File: src/rtl/fetch_pc_gen_pkg.sv
// Shared bus widths, reset vector and fetch FSM encoding for the IF-stage PC generator.
package fetch_pc_gen_pkg;

  localparam int unsigned ADDR_BUS = 32;
  localparam int unsigned DATA_BUS = 32;
  localparam int unsigned INST_BUS = 32;

  localparam logic [ADDR_BUS-1:0] RESET_PC_DEF = 32'hBFC0_0000;

  typedef enum logic [1:0] {
    S_RESET = 2'd0,
    S_FETCH = 2'd1,
    S_FLUSH = 2'd2,
    S_HOLD  = 2'd3
  } fetch_state_e;

endpackage

File: src/rtl/fetch_pc_gen.sv
// IF-stage PC generator: drives the imem request handshake, applies branch/exception redirects
// and buffers a fetched word across pipeline stalls so nothing is lost or delivered twice.
module fetch_pc_gen
  import fetch_pc_gen_pkg::*;
#(
  parameter int unsigned          ADDR_W   = ADDR_BUS,
  parameter int unsigned          DATA_W   = INST_BUS,
  parameter logic [ADDR_W-1:0]    RESET_PC = ADDR_W'(RESET_PC_DEF)
) (
  input  logic              clk,
  input  logic              rst,
  input  logic              stall,
  input  logic              branch_flag,
  input  logic [ADDR_W-1:0] branch_addr,
  input  logic              exc_flag,
  input  logic [ADDR_W-1:0] exc_pc,
  output logic              inst_req,
  output logic [ADDR_W-1:0] inst_addr,
  input  logic              inst_ready,
  input  logic [DATA_W-1:0] inst_rdata,
  output logic              if_valid,
  output logic [ADDR_W-1:0] if_pc,
  output logic [DATA_W-1:0] if_inst,
  output logic              fetch_stall
);

  fetch_state_e      state_q, state_d;
  logic [ADDR_W-1:0] pc_q, pc_d;
  logic [ADDR_W-1:0] pend_addr_q, pend_addr_d;
  logic              pend_valid_q, pend_valid_d;
  logic [DATA_W-1:0] buf_q, buf_d;

  logic              done;
  logic [ADDR_W-1:0] next_pc;

  assign done      = inst_req & inst_ready;
  // The redirect is taken on the advance that retires the delay-slot word.
  assign next_pc   = branch_flag ? branch_addr : pc_q + ADDR_W'(4);
  assign inst_addr = pc_q;
  assign if_pc     = pc_q;

  always_comb begin
    state_d      = state_q;
    pc_d         = pc_q;
    pend_addr_d  = pend_addr_q;
    pend_valid_d = pend_valid_q;
    buf_d        = buf_q;
    inst_req     = 1'b0;
    if_valid     = 1'b0;
    if_inst      = '0;
    fetch_stall  = 1'b0;

    case (state_q)
      S_RESET: begin
        state_d = S_FETCH;
      end

      S_FETCH: begin
        inst_req = 1'b1;
        if (inst_ready) begin
          if (exc_flag) begin
            pc_d = exc_pc;
          end else if (!stall) begin
            if_valid = 1'b1;
            if_inst  = inst_rdata;
            pc_d     = next_pc;
          end else begin
            buf_d   = inst_rdata;
            state_d = S_HOLD;
          end
        end else begin
          fetch_stall = 1'b1;
          if (exc_flag) begin
            pend_addr_d  = exc_pc;
            pend_valid_d = 1'b1;
            state_d      = S_FLUSH;
          end
        end
      end

      S_FLUSH: begin
        // The outstanding request cannot be withdrawn; its data is discarded on completion.
        inst_req    = 1'b1;
        fetch_stall = 1'b1;
        if (exc_flag) begin
          pend_addr_d = exc_pc;
        end
        if (inst_ready) begin
          pc_d         = exc_flag ? exc_pc : pend_addr_q;
          pend_valid_d = 1'b0;
          state_d      = S_FETCH;
        end
      end

      S_HOLD: begin
        if (exc_flag) begin
          pc_d    = exc_pc;
          state_d = S_FETCH;
        end else if (!stall) begin
          if_valid = 1'b1;
          if_inst  = buf_q;
          pc_d     = next_pc;
          state_d  = S_FETCH;
        end
      end

      default: begin
        state_d = S_RESET;
      end
    endcase
  end

  always_ff @(posedge clk) begin
    if (rst) begin
      state_q      <= S_RESET;
      pc_q         <= RESET_PC;
      pend_addr_q  <= '0;
      pend_valid_q <= 1'b0;
      buf_q        <= '0;
    end else begin
      state_q      <= state_d;
      pc_q         <= pc_d;
      pend_addr_q  <= pend_addr_d;
      pend_valid_q <= pend_valid_d;
      buf_q        <= buf_d;
    end
  end

endmodule
File: config.mk
export PLATFORM = sky130hd
export DESIGN_NAME = fetch_pc_gen
export DESIGN_NICKNAME = d
export VERILOG_FILES = /design/src/rtl/fetch_pc_gen_pkg.sv /design/src/rtl/fetch_pc_gen.sv
export SDC_FILE = /design/constraint.sdc
export NUM_CORES = 1
export LEC_CHECK = 0
export BUFFER_PORTS_ARGS = -buffer_cell sky130_fd_sc_hd__buf_4
export CAP_MARGIN = 20
export CORE_MARGIN = 3
export CORE_UTILIZATION = 28
export DETAILED_ROUTE_END_ITERATION = 8
export MAX_ROUTING_LAYER = met4
export PLACE_DENSITY_LB_ADDON = 0.08
export SLEW_MARGIN = 15
export SYNTH_ARGS = -nofsm -noshare
export SYNTH_HDL_FRONTEND = slang
export SYNTH_SLANG_ARGS = --single-unit
File: constraint.sdc
create_clock -name clk -period 2.4 [get_ports clk]
set_input_delay 0.12 -clock clk [delete_from_list [all_inputs] [get_ports clk]]
set_output_delay 0.12 -clock clk [all_outputs]
set_load 0.005 [all_outputs]
Word level (Yosys, flattened, before mapping)
Cells that the tools add are included.
W data, S select, Z words.
{ "op_classes": {"addsub": 1, "eq_ne": 10, "n_mux": 30, "n_bitwise": 1, "reduce_logical": 8} }
{ "op_table": {"columns": ["op", "count"], "rows": [
  ["$mux W32", 12],
  ["$pmux W32 S2", 2],
  ["$pmux W32 S3", 1],
  ["$add A32 B3 Y32 const B", 1],
  ["$mux W2", 7],
  ["$ne A3 B3 Y1 const B", 4],
  ["$pmux W2 S4", 1],
  ["$ne A2 B2 Y1 const B", 3],
  ["$mux W1", 5],
  ["$reduce_and A5 Y1", 1],
  ["$eq A2 B2 Y1 const B", 2],
  ["$pmux W1 S2", 2],
  ["$reduce_and A4 Y1", 1],
  ["$reduce_and A3 Y1", 1],
  ["$reduce_bool A3 Y1", 1],
  ["$eq A2 B1 Y1 const B", 1],
  ["$logic_not A2 Y1", 1],
  ["$reduce_and A2 Y1", 1],
  ["$reduce_bool A2 Y1", 1],
  ["$reduce_or A2 Y1", 1],
  ["$not A1 Y1", 1]
]} }
{ "totals": {"register_bits": 98, "inputBits": 102, "out_inout_bits": 99, "word_cells": 54} }

Depth between registers and ports, before layout
{ "logic_depth": {"ltp_word": 6, "ltp_mapped": 9, "depth_no_buf": 7} }

Least setup slack after synthesis
No wires, ideal clock.
{ "synth_path": {"path_kind": "reg2reg", "start": "register state_q[0]", "end": "register pc_q[15], in the netlist if_pc[15]", "setup_ns": 0.088, "arrival_ns": 1.975, "required_time_ns": 2.312, "slack_ns": 0.337, "path_stages_with_launch": 9, "path_buffers": 2, "cell_sequence": "dfxtp_1 -> inv_1 -> ha_1 -> o21ba_2 -> nor3_1 -> clkbuf_1 -> clkbuf_1 -> nor2_1 -> a311oi_2"} }
{ "synth_via": {"elab_chain_len": 3, "elab_cells_between_ends": 8, "cone_classes": "5 x eq/ne; 1 x mux; 2 x reduce/logical"} }
{ "synth_rtl": {"columns": ["element", "line", "rtl"], "rows": [
  ["start, declared", "fetch_pc_gen.sv:27", "fetch_state_e state_q, state_d;"],
  ["start signal, assigned", "fetch_pc_gen.sv:121", "state_q <= state_d;"],
  ["$eq A2 B1 Y1 or $eq A2 B2 Y1 (tied branches)", "fetch_pc_gen.sv:53", "case (state_q)"],
  ["$ne A2 B2 Y1 (no line) or $reduce_bool A3 Y1 (tied branches)", null, null],
  ["$reduce_and A3 Y1 (no line)", null, null],
  ["end signal, assigned", "fetch_pc_gen.sv:122", "pc_q <= pc_d;"],
  ["end, declared", "fetch_pc_gen.sv:28", "logic [ADDR_W-1:0] pc_q, pc_d;"]
]} }
Parallel ways exist; a longest one is shown, timed or not.
A chain may end at the register's enable or synchronous reset.

Final worst setup path
{ "layout_path": {"start": "register state_q[1]", "end": "output port if_inst[6]"} }
{ "layout_via": {"elab_chain_len": 2, "elab_cells_between_ends": 3, "cone_classes": "2 x eq/ne; 1 x mux"} }
{ "layout_rtl": {"columns": ["element", "line", "rtl"], "rows": [
  ["$eq A2 B2 Y1 or $eq A2 B1 Y1 (tied branches)", "fetch_pc_gen.sv:53", null],
  ["$pmux W32 S2 *", "fetch_pc_gen.sv:53", null],
  ["end, declared", "fetch_pc_gen.sv:23", "output logic [DATA_W-1:0] if_inst,"]
]} }
Mark *: on every way between the ends. The rest lies on a longest branch, timed or not.

==> results_dict.tcl <==
set metrics [dict create \
    r2r_slack_ps 190 \
    seqCellArea_mm2 0.001963 \
    drt-total-wl_um 21610 \
    drc 0 \
    holdPathStages 3 \
    area_growth_pct 36.97 \
    overflow 0 \
    first_global_vias 5886 \
    ys.flop_type "dfxtp_1" \
    clk_latency_ps 350 \
    tns_ps 0 \
    fillCellCount 2090 \
    final_area_mm2 0.007719 \
    r2r_start "if_pc[8]" \
    status "complete, no violations" \
    cts_max_level 3 \
    required_ps 2280 \
    r2r_cells 5 \
    max-slew-margin-rel_pct 52.62 \
    post_cts_buffers 0 \
    cp_max_fo 33 \
    grt_start_max_net_pins 62 \
    hpwl_um 15490 \
    start_kind "flip-flop" \
    period_share_pct 92.89 \
    drive_gt1_share_pct 28.95 \
    syn_area_per_cell_um2 7.347 \
    crit_type "flip-flop to primary output" \
    die_w_um 147.9 \
    yosys.cell_types.count 61 \
    skew_ps 10.30 \
    setup_violations 0 \
    syn_inst 767 \
    avgRoutedWirePerCell_um 18.00 \
    drtIter0Drc 419 \
    ios 201 \
    vdd_ir_drop_max_mv 0.3518 \
    ys_ff_latch 98 \
    cts_made_buffers 9 \
    multi_input_area_mm2 0.003192 \
    yosys_warnings 0 \
    grt_pass1_wl_um 33510 \
    hold_buffers 0 \
    vias 6120 \
    post_dp_cell_area_mm2 0.007401 \
    die_y_um 147.9 \
    cts-root-buf "clkbuf_16" \
    vias_per_cell 5.096 \
    fin_nets 1039 \
    tightest_slew_ps 709.9 \
    rows 51 \
    arrival_ps 2110 \
    synth-seq-area-share_pct 34.81 \
    start_util_pct 28.77 \
    synthesis.nets 874 \
    track_usage_pct 19.80 \
    drv_slew 0 \
    synthArstFlopShare_pct 0 \
    critPathSlowestCell "dfxtp_1" \
    hold_end "pend_addr_q[17]" \
    clkSlewWorstSetupHoldPaths_ps 70 \
    final-instance-count-excl-fill 1201 \
    rr_endpoint "if_pc[15]" \
    hold_violations 0 \
    synth_area_mm2 0.005635 \
    clock_sinks 98 \
    hold_start "exc_pc[17]" \
    synth-edff-count 0 \
    antenna_found_initial 0 \
    dieArea_mm2 0.02186 \
    diodes 0 \
    cpPeakStageDelay_ps 350 \
    clockBufferDepth 2 \
    min_period_ps 2229 \
    post-place-cells 1186 \
    drt-pass1-iter-count 5 \
    gp_congestion 0.8510 \
    drv_cap 0 \
    port-buffer-count 200 \
    postRouteAntennaNets 0 \
    hp-class "input port to flip-flop" \
    core_mm2 0.01959 \
    p_per_area_mw_per_mm2 632.9 \
    fmax_mhz 448.6 \
    rsz0062_at_grt "false" \
    cts_tree "built" \
    worstPathCellList "inv_1 > ha_1 > nor2b_1 > nand2_1 > nor2_2 > buf_12 > a22o_1 > buf_4" \
    cellLeakagePower_nw 3.117 \
    crit_path_end_kind "primary output" \
]
==> routing by layer <==
metal | share of wire, % | track usage (%) | vias to the layer above
met5 | 0 | - | -
met4 | 1.6 | 4.480 | 0
met3 | 6.4 | 4.874 | 20
met2 | 47 | 30.79 | 194
met1 | 45 | 26.23 | 2843
li1 | - | - | 3063
==> cells in the mapped netlist (3+ instances only) <==
cell,instances,share of area (%)
buf_4,32,4.3
a31oi_1,6,0.67
nand4_1,6,0.67
a22o_1,32,5.0
nor2b_1,3,0.33
o22ai_1,9,1.0
nor3_1,16,1.4
and3_1,11,1.2
and4_1,5,0.78
xor2_1,3,0.47
o221ai_1,6,0.93
inv_1,12,0.80
o211ai_1,3,0.40
mux2i_1,10,1.8
nor4_1,8,0.89
nor2_1,36,2.4
a21oi_1,90,8.0
nand3_1,21,1.9
clkbuf_1,51,3.4
o21ai_0,39,3.5
o21a_1,4,0.53
ha_1,5,1.1
dfxtp_1,98,35
or3_1,3,0.33
a311oi_1,4,0.62
nand2b_1,4,0.44
or2_2,4,0.44
nand2_1,174,12
a22oi_1,12,1.6
xnor2_1,3,0.47
nor3b_1,3,0.40
buf_1,4,0.27
a221oi_1,9,1.4
a211oi_1,4,0.53
==> worst max-delay path, delay by kind of cell (launching register included) <==
| kind | cells | cell delay [ps] |
|---|---|---|
| AO/OA/AOI/OAI | 1 | 170 |
| AND/OR/NAND/NOR | 3 | 570 |
| flip-flops | 1 | 350 |
| buffers and inverters | 3 | 410 |
| adder cells (fa/ha/maj) | 1 | 250 |
==> sequential cells by signal (all words and copies together), names as in the netlist <==
signal / cells
state_q: 2
pend_addr_q: 32
if_pc: 32
buf_q: 32
==> through the flow <==
step / worst slack, ps / util [%] / power (mW) / hold WS [ps]
2_1_floorplan: 337.2 / - / 2.665 / 256.0
3_3_place_gp: 110.7 / 37.78 / 3.355 / 379.6
3_5_place_dp: 96.25 / 37.78 / 3.353 / 387.3
4_1_cts: 84.58 / 39.36 / 4.939 / 8.480
5_1_grt: 27.32 / 39.40 / 5.160 / 13.93
6_report: 170.7 / 39.40 / 4.886 / 17.68
==> power breakdown <==
group          switching, mW  internal (mW)
Clock                  0.659          0.914
Sequential             0.146           1.76
Combinational          0.725          0.680
Total                   1.53           3.36
==> worst max path at each step <==
stage | from | slack, ps | to | depth (start not counted)
CTS | if_pc[2] | 80 | if_pc[28] | 6
global route | if_pc[3] | 30 | if_pc[24] | 6
detailed placement | if_pc[2] | 100 | if_pc[28] | 6
global placement | if_pc[2] | 110 | if_pc[28] | 6
floorplan | state_q[0] | 340 | if_pc[15] | 8
finish | state_q[1] | 170 | if_inst[6] | 8
==> placed cells by master, fill, tap and decap left out, types with 7 or more instances in the layout <==
| master | count |
|---|---|
| and3_1 | 11 |
| dfxtp_1 | 97 |
| a21oi_1 | 90 |
| o22ai_1 | 9 |
| nand3_1 | 21 |
| clkbuf_16 | 9 |
| nand2_1 | 174 |
| a22oi_1 | 12 |
| mux2i_1 | 10 |
| nor2_1 | 35 |
| o21ai_0 | 39 |
| a221oi_1 | 9 |
| inv_1 | 12 |
| nor4_1 | 7 |
| a22o_1 | 32 |
| nor3_1 | 15 |
| buf_4 | 239 |
==> layout make-up <==
type | instances | share of cell area (%)
Inverter | 13 | 0.6322
Sequential cell | 98 | 25.43
Timing Repair Buffer | 243 | 24.28
Multi-Input combinational cell | 567 | 41.35
Clock inverter | 4 | 0.9888
Clock buffer | 11 | 3.015
Tap cell | 265 | 4.296
==> what timing repair did <==
| action | CTS | global route |
|---|---|---|
| hold endpoints to repair | 0 | 0 |
| gates resized for setup | 0 | 3 |
| endpoints found under the setup margin | 0 | 3 |
==> logic make-up after synthesis <==
family	after synthesis	synth area share (%)
AO/OA/AOI/OAI	245	28.55
XOR/XNOR	6	0.9327
adder cells (fa/ha/maj)	5	1.110
buffers and inverters	102	8.970
flip-flops	98	34.81
multiplexers	10	1.776
AND/OR/NAND/NOR	301	23.85
No activity file was read; power rests on OpenSTA's default activity.
